`src/rtl/apb_uart_pkg.sv`:
```
// Shared types and constants for the APB UART receive/transmit path.
package apb_uart_pkg;

  typedef enum logic [1:0] {
    IDLE  = 2'd0,
    START = 2'd1,
    DATA  = 2'd2,
    STOP  = 2'd3
  } rx_state_e;

  localparam int unsigned UART_DATA_BITS = 8;

endpackage

```
`src/rtl/apb_uart_sync.sv`:
```
// Generic N-stage synchronizer for asynchronous single-bit inputs.
module apb_uart_sync #(
  parameter int unsigned STAGES    = 2,
  parameter logic        RESET_VAL = 1'b0
) (
  input  logic clk,
  input  logic rst_b,
  input  logic d,
  output logic q
);

  logic [STAGES-1:0] ff;

  always_ff @(posedge clk or negedge rst_b) begin
    if (!rst_b) ff <= {STAGES{RESET_VAL}};
    else        ff <= {ff[STAGES-2:0], d};
  end

  assign q = ff[STAGES-1];

endmodule

```
`src/rtl/apb_uart_rx.sv`:
```
// UART 8N1 receive deserializer: mid-bit sampling via cycle divider, one-cycle valid/frame-error pulses.
// Optional APB_UART_RX_MAJORITY_EN: 2-of-3 majority sampling over the synchronized line.
module apb_uart_rx
  import apb_uart_pkg::*;
#(
  parameter int unsigned SYNC_STAGES = 2
) (
  input  logic        clk,
  input  logic        rst_b,
  input  logic        uart_rxd,
  input  logic        cfg_rxen,
  input  logic [15:0] cfg_div,
  output logic        rx_valid,
  output logic [7:0]  rx_data,
  output logic        rx_frame_err
);

  rx_state_e state, state_n;
  logic [15:0] cnt, cnt_n;
  logic [2:0]  bitcnt, bitcnt_n;
  logic [15:0] div_q, div_n;
  logic [UART_DATA_BITS-1:0] shreg, shreg_n;
  logic [7:0]  data_n;
  logic        valid_n, ferr_n;
  logic        rxd_s, rxd_d, fall, sample;
  logic [14:0] half;

  apb_uart_sync #(
    .STAGES   (SYNC_STAGES),
    .RESET_VAL(1'b1)
  ) u_sync (
    .clk  (clk),
    .rst_b(rst_b),
    .d    (uart_rxd),
    .q    (rxd_s)
  );

  always_ff @(posedge clk or negedge rst_b) begin
    if (!rst_b) rxd_d <= 1'b1;
    else        rxd_d <= rxd_s;
  end

  assign fall = rxd_d & ~rxd_s;
  assign half = div_q[15:1];

`ifdef APB_UART_RX_MAJORITY_EN
  logic rxd_d2;

  always_ff @(posedge clk or negedge rst_b) begin
    if (!rst_b) rxd_d2 <= 1'b1;
    else        rxd_d2 <= rxd_d;
  end

  assign sample = (rxd_s & rxd_d) | (rxd_s & rxd_d2) | (rxd_d & rxd_d2);
`else
  assign sample = rxd_s;
`endif

  always_ff @(posedge clk or negedge rst_b) begin
    if (!rst_b) begin
      state        <= IDLE;
      cnt          <= '0;
      bitcnt       <= '0;
      div_q        <= '0;
      shreg        <= '0;
      rx_data      <= '0;
      rx_valid     <= 1'b0;
      rx_frame_err <= 1'b0;
    end else begin
      state        <= state_n;
      cnt          <= cnt_n;
      bitcnt       <= bitcnt_n;
      div_q        <= div_n;
      shreg        <= shreg_n;
      rx_data      <= data_n;
      rx_valid     <= valid_n;
      rx_frame_err <= ferr_n;
    end
  end

  always_comb begin
    state_n  = state;
    cnt_n    = cnt;
    bitcnt_n = bitcnt;
    div_n    = div_q;
    shreg_n  = shreg;
    data_n   = rx_data;
    valid_n  = 1'b0;
    ferr_n   = 1'b0;

    // Losing the enable aborts any frame in flight without reporting it.
    if (state != IDLE && !cfg_rxen) begin
      state_n = IDLE;
      cnt_n   = '0;
    end else begin
      unique case (state)
        IDLE: begin
          if (cfg_rxen && fall) begin
            state_n = START;
            cnt_n   = '0;
            div_n   = cfg_div;
          end
        end
        START: begin
          if (cnt == {1'b0, half}) begin
            cnt_n    = '0;
            bitcnt_n = '0;
            state_n  = sample ? IDLE : DATA;
          end else begin
            cnt_n = cnt + 16'd1;
          end
        end
        DATA: begin
          if (cnt == div_q) begin
            shreg_n  = {sample, shreg[UART_DATA_BITS-1:1]};
            cnt_n    = '0;
            bitcnt_n = bitcnt + 3'd1;
            if (bitcnt == 3'(UART_DATA_BITS - 1)) state_n = STOP;
          end else begin
            cnt_n = cnt + 16'd1;
          end
        end
        STOP: begin
          // Leaving at mid-stop lets a back-to-back start bit be caught half a bit later.
          if (cnt == div_q) begin
            if (sample) begin
              data_n  = shreg;
              valid_n = 1'b1;
            end else begin
              ferr_n = 1'b1;
            end
            state_n = IDLE;
            cnt_n   = '0;
          end else begin
            cnt_n = cnt + 16'd1;
          end
        end
        default: state_n = IDLE;
      endcase
    end
  end

endmodule

```
`config.mk`:
```
export PLATFORM = sky130hd
export DESIGN_NAME = apb_uart_rx
export DESIGN_NICKNAME = d
export VERILOG_FILES = /design/src/rtl/apb_uart_pkg.sv /design/src/rtl/apb_uart_sync.sv /design/src/rtl/apb_uart_rx.sv
export SDC_FILE = /design/constraint.sdc
export NUM_CORES = 1
export LEC_CHECK = 0
export ABC_CLOCK_PERIOD_IN_PS = 3500
export CORE_UTILIZATION = 45
export DETAILED_ROUTE_END_ITERATION = 10
export GPL_TIMING_DRIVEN = 0
export PLACE_DENSITY_LB_ADDON = 0.1
export SETUP_SLACK_MARGIN = 0.5
export SYNTH_ARGS = -nofsm -noshare
export SYNTH_HDL_FRONTEND = slang
export SYNTH_SLANG_ARGS = --single-unit
```
`constraint.sdc`:
```
create_clock -name clk -period 3.5 [get_ports clk]
set_input_delay 0.35 -clock clk [delete_from_list [all_inputs] [get_ports clk]]
set_output_delay 0.35 -clock clk [all_outputs]
set_load 0.1 [all_outputs]
```
==> impl_metrics.env, run 1 <==
export IMPL_hold_violations=0
export IMPL_worst_path_max_delay_cell="nor4_4"
export IMPL_worstPathMaxFanout=10
export IMPL_fillers=576
export IMPL_synthFlopType="dfrtp_1"
export IMPL_pre_cts_ws_ns=0.9563
export IMPL_cts_buffer_depth=2
export IMPL_synth_compound_gate_area_share=0.07692
export IMPL_via_per_inst=5.333
export IMPL_synth_warnings=0
export IMPL_pin_count=30
export IMPL_synth_top_family_by_area="simple AND/OR/NAND/NOR gates"
export IMPL_grt_pass1_wl_um=9922
export IMPL_fp_dieH_um=82.89
export IMPL_ir_drop_mv=0.3086
export IMPL_fin_setup_tns_ns=0
export IMPL_p_leak_nw=1.647
export IMPL_ys_seq_area_frac=0.4943
export IMPL_crit_path_start_kind="register"
export IMPL_nNetsFinal=319
export IMPL_cp_arrival_ns=2.66
export IMPL_drive_above_1_share=0.2226
export IMPL_routabilityCongestion=0.7985
export IMPL_synth_cell_types=42
export IMPL_overflow=0
export IMPL_max_stage_delay_ns=0.59
export IMPL_max_slew_margin_rel=0.2705
export IMPL_clk_latency_ns=0.33
export IMPL_yosys_register_bits=58
export IMPL_finalCriticalPeriod_ns=2.437
export IMPL_reg2regPathDepth=7
export IMPL_synthArstFlopShare=1.000
export IMPL_maxCapViolations=0
export IMPL_worstHoldPathType="reg2reg"
export IMPL_r2r_end="cnt[11]"
export IMPL_hold_path_end="u_sync.ff[1]"
export IMPL_status="finished clean"
export IMPL_grt_max_degree=38
export IMPL_p_per_area_mw_per_mm2=474.6
export IMPL_rows=29
export IMPL_grt_usage=0.1839
export IMPL_cts_buffers=9
export IMPL_io_buffers=29
export IMPL_clkTransAtPathRegs_ns=0.07
export IMPL_place_hpwl_um=4060
export IMPL_core_area_mm2=0.006350
export IMPL_setup_violations=0
export IMPL_syn2layout_area_growth_pct=21.42
export IMPL_drt_iter0_drc=146
export IMPL_first_global_vias=1967
export IMPL_wl_um=5740
export IMPL_cpLargestDelayFamily="simple AND/OR/NAND/NOR gates"
export IMPL_syn_num_nets=277
export IMPL_antennaDiodeCount=0
export IMPL_synth_edff_count=0
export IMPL_first_pass_iters=4
export IMPL_netlist_area_mm2=0.002944
export IMPL_r2r_start="div_q[15]"
export IMPL_drc=0
export IMPL_dieArea_mm2=0.006870
export IMPL_max_freq_ghz=0.4103
export IMPL_rsz0062_at_grt="false"
export IMPL_synthMuxAreaShare=0.1326
export IMPL_drv_slew=0
export IMPL_cp_end_kind="register"
export IMPL_fin_crit_sh=0.6963
export IMPL_via_count=2016
export IMPL_cts_tree="yes"
export IMPL_synth_fa_ha_area_frac=0.01275
export IMPL_synth_simple_area_share=0.1470
export IMPL_antenna_found_initial=0
export IMPL_multi_input_comb_area_mm2=0.001376
export IMPL_crit_type="reg2reg"
export IMPL_skew_ns=0.005514
export IMPL_cts_resized=0
export IMPL_wl_per_cell_um=15.19
export IMPL_tightest_slew_ns=1.088
export IMPL_synth_cells=254
export IMPL_h_tree_depth=3
export IMPL_cts_root_buffer_cell="clkbuf_8"
export IMPL_hold_slack_ns=0.3564
export IMPL_avgSynthCellArea_um2=11.59
export IMPL_initial_core_util=0.4636
export IMPL_final_antenna_net_count=0
export IMPL_required_ns=3.72
export IMPL_setup_ws_ns=1.063
export IMPL_dieWidth_um=82.89
export IMPL_area_sequential_mm2=0.001455
export IMPL_cts_sinks=58
export IMPL_regToRegSetupSlack_ns=1.06
export IMPL_path_cells="xnor2_1, nand4_1, nor4_4, a2bb2oi_4, buf_6, nor2_1, a211o_1"
export IMPL_synthXorXnorAreaFrac=0.09817
export IMPL_cp_num_buf_inv=1
export IMPL_min_from="u_sync.ff[0]"
export IMPL_whs_path_depth=0
==> where the power goes <==
part | total, mW | internal (mW) | switching, mW
sequential | 0.789 | 0.725 | 0.0637
clock | 0.684 | 0.418 | 0.266
combinational | 0.224 | 0.125 | 0.0986
total | 1.70 | 1.27 | 0.428
==> worst max path at each step <==
stage	from	end	cells after the start
2_1_floorplan	cnt[5]	shreg[0]	7
3_3_place_gp	rst_b	rx_data[1]	1
3_5_place_dp	cfg_rxen	div_q[7]	5
4_1_cts	div_q[15]	cnt[11]	7
5_1_grt	cnt[15]	shreg[0]	6
6_report	div_q[15]	cnt[11]	7
==> cell families after synthesis <==
kind of cell / after synthesis
and+or+nand+nor: 74
DFF: 58
muxes: 35
xor gates and xnor gates: 33
AOI/OAI and AO/OA: 31
buffers and inverters: 20
adders and majority gates: 3
==> Yosys cell counts, types with 4 or more instances <==
library cell  count  area share
dfrtp_1          55        0.47
mux2_2           32        0.12
nand2_1          17       0.022
xnor2_1          17       0.051
xor2_1           16       0.048
nor2_1            8       0.010
nor3b_1           8       0.020
o21ai_0           8       0.014
a21o_1            7       0.018
nor3_1            7       0.012
buf_2             6       0.010
clkbuf_1          6      0.0076
nand4_1           6       0.013
a211o_1           5       0.015
nand3_1           5      0.0085
nor4_1            5       0.011
buf_4             4       0.010
==> per-layer routing <==
layer	track usage	wire length, um	up-vias
met5	0	0	-
met4	0.07994	68	0
met3	0.04871	249	6
met2	0.2645	2538	40
met1	0.2611	2884	984
li1	-	-	986
==> cell type report <==
class,count,share of cell area
inverter,2,0.002100
sequential,58,0.4071
clock buffer,11,0.03955
multi-input combinational,176,0.3850
tap,77,0.02695
clock inverter,5,0.02170
buffer,18,0.02940
timing repair buffer,31,0.08820
==> timing repair <==
action | 4_1_cts | 5_1_grt
hold buffers | 1 | 0
hold endpoints to repair | 19 | 0
setup endpoints to repair | 0 | 0
buffers inserted | 0 | 0
==> layout by cell type (no fill, tap or decap), types with 4 or more instances in the layout <==
master           Yosys  final
dfrtp_1             55     55
buf_4                4      4
nand3_1              5      5
nor3_1               7      7
clkdlybuf4s50_1      0     28
xnor2_1             17     17
o21ai_0              8      8
xor2_1              16     16
mux2_2              32     32
a211o_1              5      5
buf_2                6      7
nor2_1               8      8
nand4_1              6      6
nor4_1               5      5
nor3b_1              8      8
clkbuf_8             0     10
clkbuf_1             6      7
a21o_1               7      7
nand2_1             17     17
==> through the flow <==
stage | power, mW | cell area, um2 | instances | util
2_1_floorplan | 0.9410 | 2944 | 254 | -
3_3_place_gp | 1.019 | 3331 | 360 | 0.5245
3_5_place_dp | 1.024 | 3346 | 361 | 0.5269
4_1_cts | 1.722 | 3575 | 378 | 0.5630
5_1_grt | 1.780 | 3575 | 378 | 0.5630
6_report | 1.696 | 3575 | 378 | 0.5630
==> registers in the layout, summed over array words and instances, names as in the netlist <==
register and cells:
state 2, rx_data 8, rxd_d 1, bitcnt 3
div_q 16, u_sync.ff 2, shreg 8, rx_valid 1
rx_frame_err 1, cnt 16
(Power assumes the default switching activity.)
==> inputs of run 2 (changes only) <==
- ABC_CLOCK_PERIOD_IN_PS: 3500 -> 2400
- clock period: 3.5 -> 2.4 ns (I/O delays scaled with it)
==> run 2 against run 1 <==
  * Clock skew up 0.0024 ns
  * Die area unchanged
  * Cell count up 6.6%
  * Routed wire length up 14%
  * Sequential share of layout area down 5.5 points
  * Critical endpoint is now cnt[6]
  * Highest routed layer unchanged
==> impl_metrics.env, run 2 (synthesis gave the netlist of run 1 again) <==
export IMPL_cts_root_buffer_cell="clkbuf_8"
export IMPL_fp_dieH_um=82.89
export IMPL_setup_violations=0
export IMPL_maxCapViolations=0
export IMPL_sw_frac_of_total=0.2611
export IMPL_antenna_found_initial=0
export IMPL_numPlacedInstances=361
export IMPL_max_freq_ghz=0.4651
export IMPL_io_buffers=29
export IMPL_reg_largest_list="cnt x16, div_q x16"
export IMPL_initial_core_util=0.4636
export IMPL_worst_path_max_delay_cell="dfrtp_1"
export IMPL_fin_crit_sh=0.8960
export IMPL_layout_cells_non_filler=403
export IMPL_p_per_area_mw_per_mm2=620.2
export IMPL_cts_buffer_depth=2
export IMPL_hold_slack_ns=0.3018
export IMPL_tightest_slew_ns=0.9583
export IMPL_clk_latency_ns=0.34
export IMPL_p_seq_frac=0.455
export IMPL_worstHoldPathType="in2reg"
export IMPL_via_count=2166
export IMPL_finalInstanceArea_mm2=0.004148
export IMPL_via_per_inst=5.375
export IMPL_p_sw_mw=0.6715
export IMPL_layout_commonest_cell="dfrtp_1"
export IMPL_antennaDiodeCount=0
export IMPL_p_clk_frac=0.392
export IMPL_drive_above_1_share=0.3988
export IMPL_worstPathMaxFanout=5
export IMPL_dieArea_mm2=0.006870
export IMPL_drc=0
export IMPL_max_stage_delay_ns=0.38
export IMPL_final_cell_mix="dfrtp_1 (52), buf_4 (18), clkdlybuf4s50_1 (18), nand2_1 (17)"
export IMPL_overflow=0
export IMPL_max_slew_margin_rel=0.3637
export IMPL_place_hpwl_um=4179
export IMPL_grt_pass1_wl_um=11000
export IMPL_crit_type="reg2reg"
export IMPL_ir_drop_mv=0.3884
export IMPL_cts_buffers=9
export IMPL_cts_tree="yes"
export IMPL_pre_cts_ws_ns=-0.006452
export IMPL_wl_per_cell_um=16.22
export IMPL_rows=29
export IMPL_syn2layout_area_growth_pct=40.88
export IMPL_combPwrFrac=0.153
export IMPL_crit_top_cell="buf_6"
export IMPL_clkTransAtPathRegs_ns=0.07
export IMPL_top_usage_layer="met1"
export IMPL_postPlaceCellArea_mm2=0.003493
export IMPL_fillers=490
export IMPL_drt_iter0_drc=77
export IMPL_pin_count=30
export IMPL_grt_usage=0.2054
export IMPL_setup_ws_ns=0.2497
export IMPL_status="finished clean"
export IMPL_p_int_mw=1.901
export IMPL_grt_max_degree=38
export IMPL_rsz0062_at_grt="true"
export IMPL_hold_violations=0
export IMPL_dieWidth_um=82.89
export IMPL_finalCriticalPeriod_ns=2.150
export IMPL_cts_sinks=58
export IMPL_routabilityCongestion=0.7914
export IMPL_met3_usage=0.03579
export IMPL_first_global_vias=2099
export IMPL_wl_um=6535
export IMPL_grt_use_met2=0.2981
export IMPL_skew_ns=0.007957
export IMPL_required_ns=2.63
export IMPL_multi_input_comb_area_mm2=0.001625
export IMPL_first_pass_iters=4
export IMPL_p_leak_nw=1.952
export IMPL_cp_arrival_ns=2.38
export IMPL_drv_slew=0
export IMPL_crit_path_start_kind="register"
export IMPL_final_antenna_net_count=0
export IMPL_path_cells="buf_6, xnor2_2, nand4_1, nor4_4, buf_4, a2bb2oi_4, buf_6, buf_8, a31oi_1, o22a_1"
export IMPL_final_util=0.6532
export IMPL_core_area_mm2=0.006350
export IMPL_area_sequential_mm2=0.001459
export IMPL_nNetsFinal=344
export IMPL_power_total_mw=2.572
export IMPL_h_tree_depth=3
export IMPL_cp_end_kind="register"
export IMPL_fin_setup_tns_ns=0
export IMPL_use_met1=0.3012
==> run 2: cell types whose count changed in the layout (fill, tap and decap cells not counted), sizes merged <==
cell | before | now
buf | 14 | 39
clkdlybuf4s50 | 28 | 18
dlygate4sd2 | 0 | 10
==> run 2: worst max-delay path, delay by kind of cell, from the launching register on <==
| kind | cells | cell delay, ns |
|---|---|---|
| buffers and inverters | 4 | 0.59 |
| DFF | 1 | 0.38 |
| AOI/OAI and AO/OA | 3 | 0.44 |
| xor gates and xnor gates | 1 | 0.15 |
| and+or+nand+nor | 2 | 0.46 |
==> run 2: cell type report <==
type | count | share of cell area
Tap cell | 77 | 0.02323
Buffer | 18 | 0.04796
Inverter | 2 | 0.001810
Clock buffer | 11 | 0.03409
Clock inverter | 5 | 0.01870
Multi-Input combinational cell | 176 | 0.3919
Sequential cell | 58 | 0.3517
Timing Repair Buffer | 56 | 0.1306
==> run 2: worst paths after layout <==
kind | from | end | slack (ns) | depth (start not counted)
worst max register to register | cnt[4] | cnt[6] | 0.25 | 10
worst max-delay path | cnt[4] | cnt[6] | 0.25 | 10
worst min-delay path | uart_rxd | u_sync.ff[0] | 0.30 | 1
worst min register to register | u_sync.ff[0] | u_sync.ff[1] | 0.36 | 0
max in group asynchronous | rst_b | rxd_d | 1.34 | 3
min in group asynchronous | rst_b | cnt[3] | 0.41 | 2
==> run 2: repair_timing <==
item                                    in CTS  in global routing
pin swaps                                   11                 21
gates cloned                                 3                  0
endpoints found under the setup margin      56                 37
buffers inserted                            12                 10
resized for setup                           34                 38
hold buffers                                 1                  0
hold endpoints to repair                    20                  0
==> run 2: per-layer routing <==
layer / vias to the layer above / share of wire / routed length [um]
li1: 1040 / - / -
met1: 1059 / 0.49 / 3201
met2: 56 / 0.45 / 2970
met3: 11 / 0.039 / 257
met4: 0 / 0.016 / 106
met5: - / 0 / 0
==> run 2: power by group through the flow <==
stage | registers [mW] | logic (mW) | clock network, mW
floorplan | 1.15 | 0.239 | 0
global placement | 1.18 | 0.326 | 0
detailed placement | 1.18 | 0.333 | 0
CTS | 1.16 | 0.371 | 1.03
global route | 1.18 | 0.430 | 1.08
finish | 1.17 | 0.393 | 1.01
==> inputs of run 3 (changes only) <==
- ABC_CLOCK_PERIOD_IN_PS: 2400 -> not set
==> results of run 3 <==
The final DEF is identical to that of run 2; final timing and power are the same.
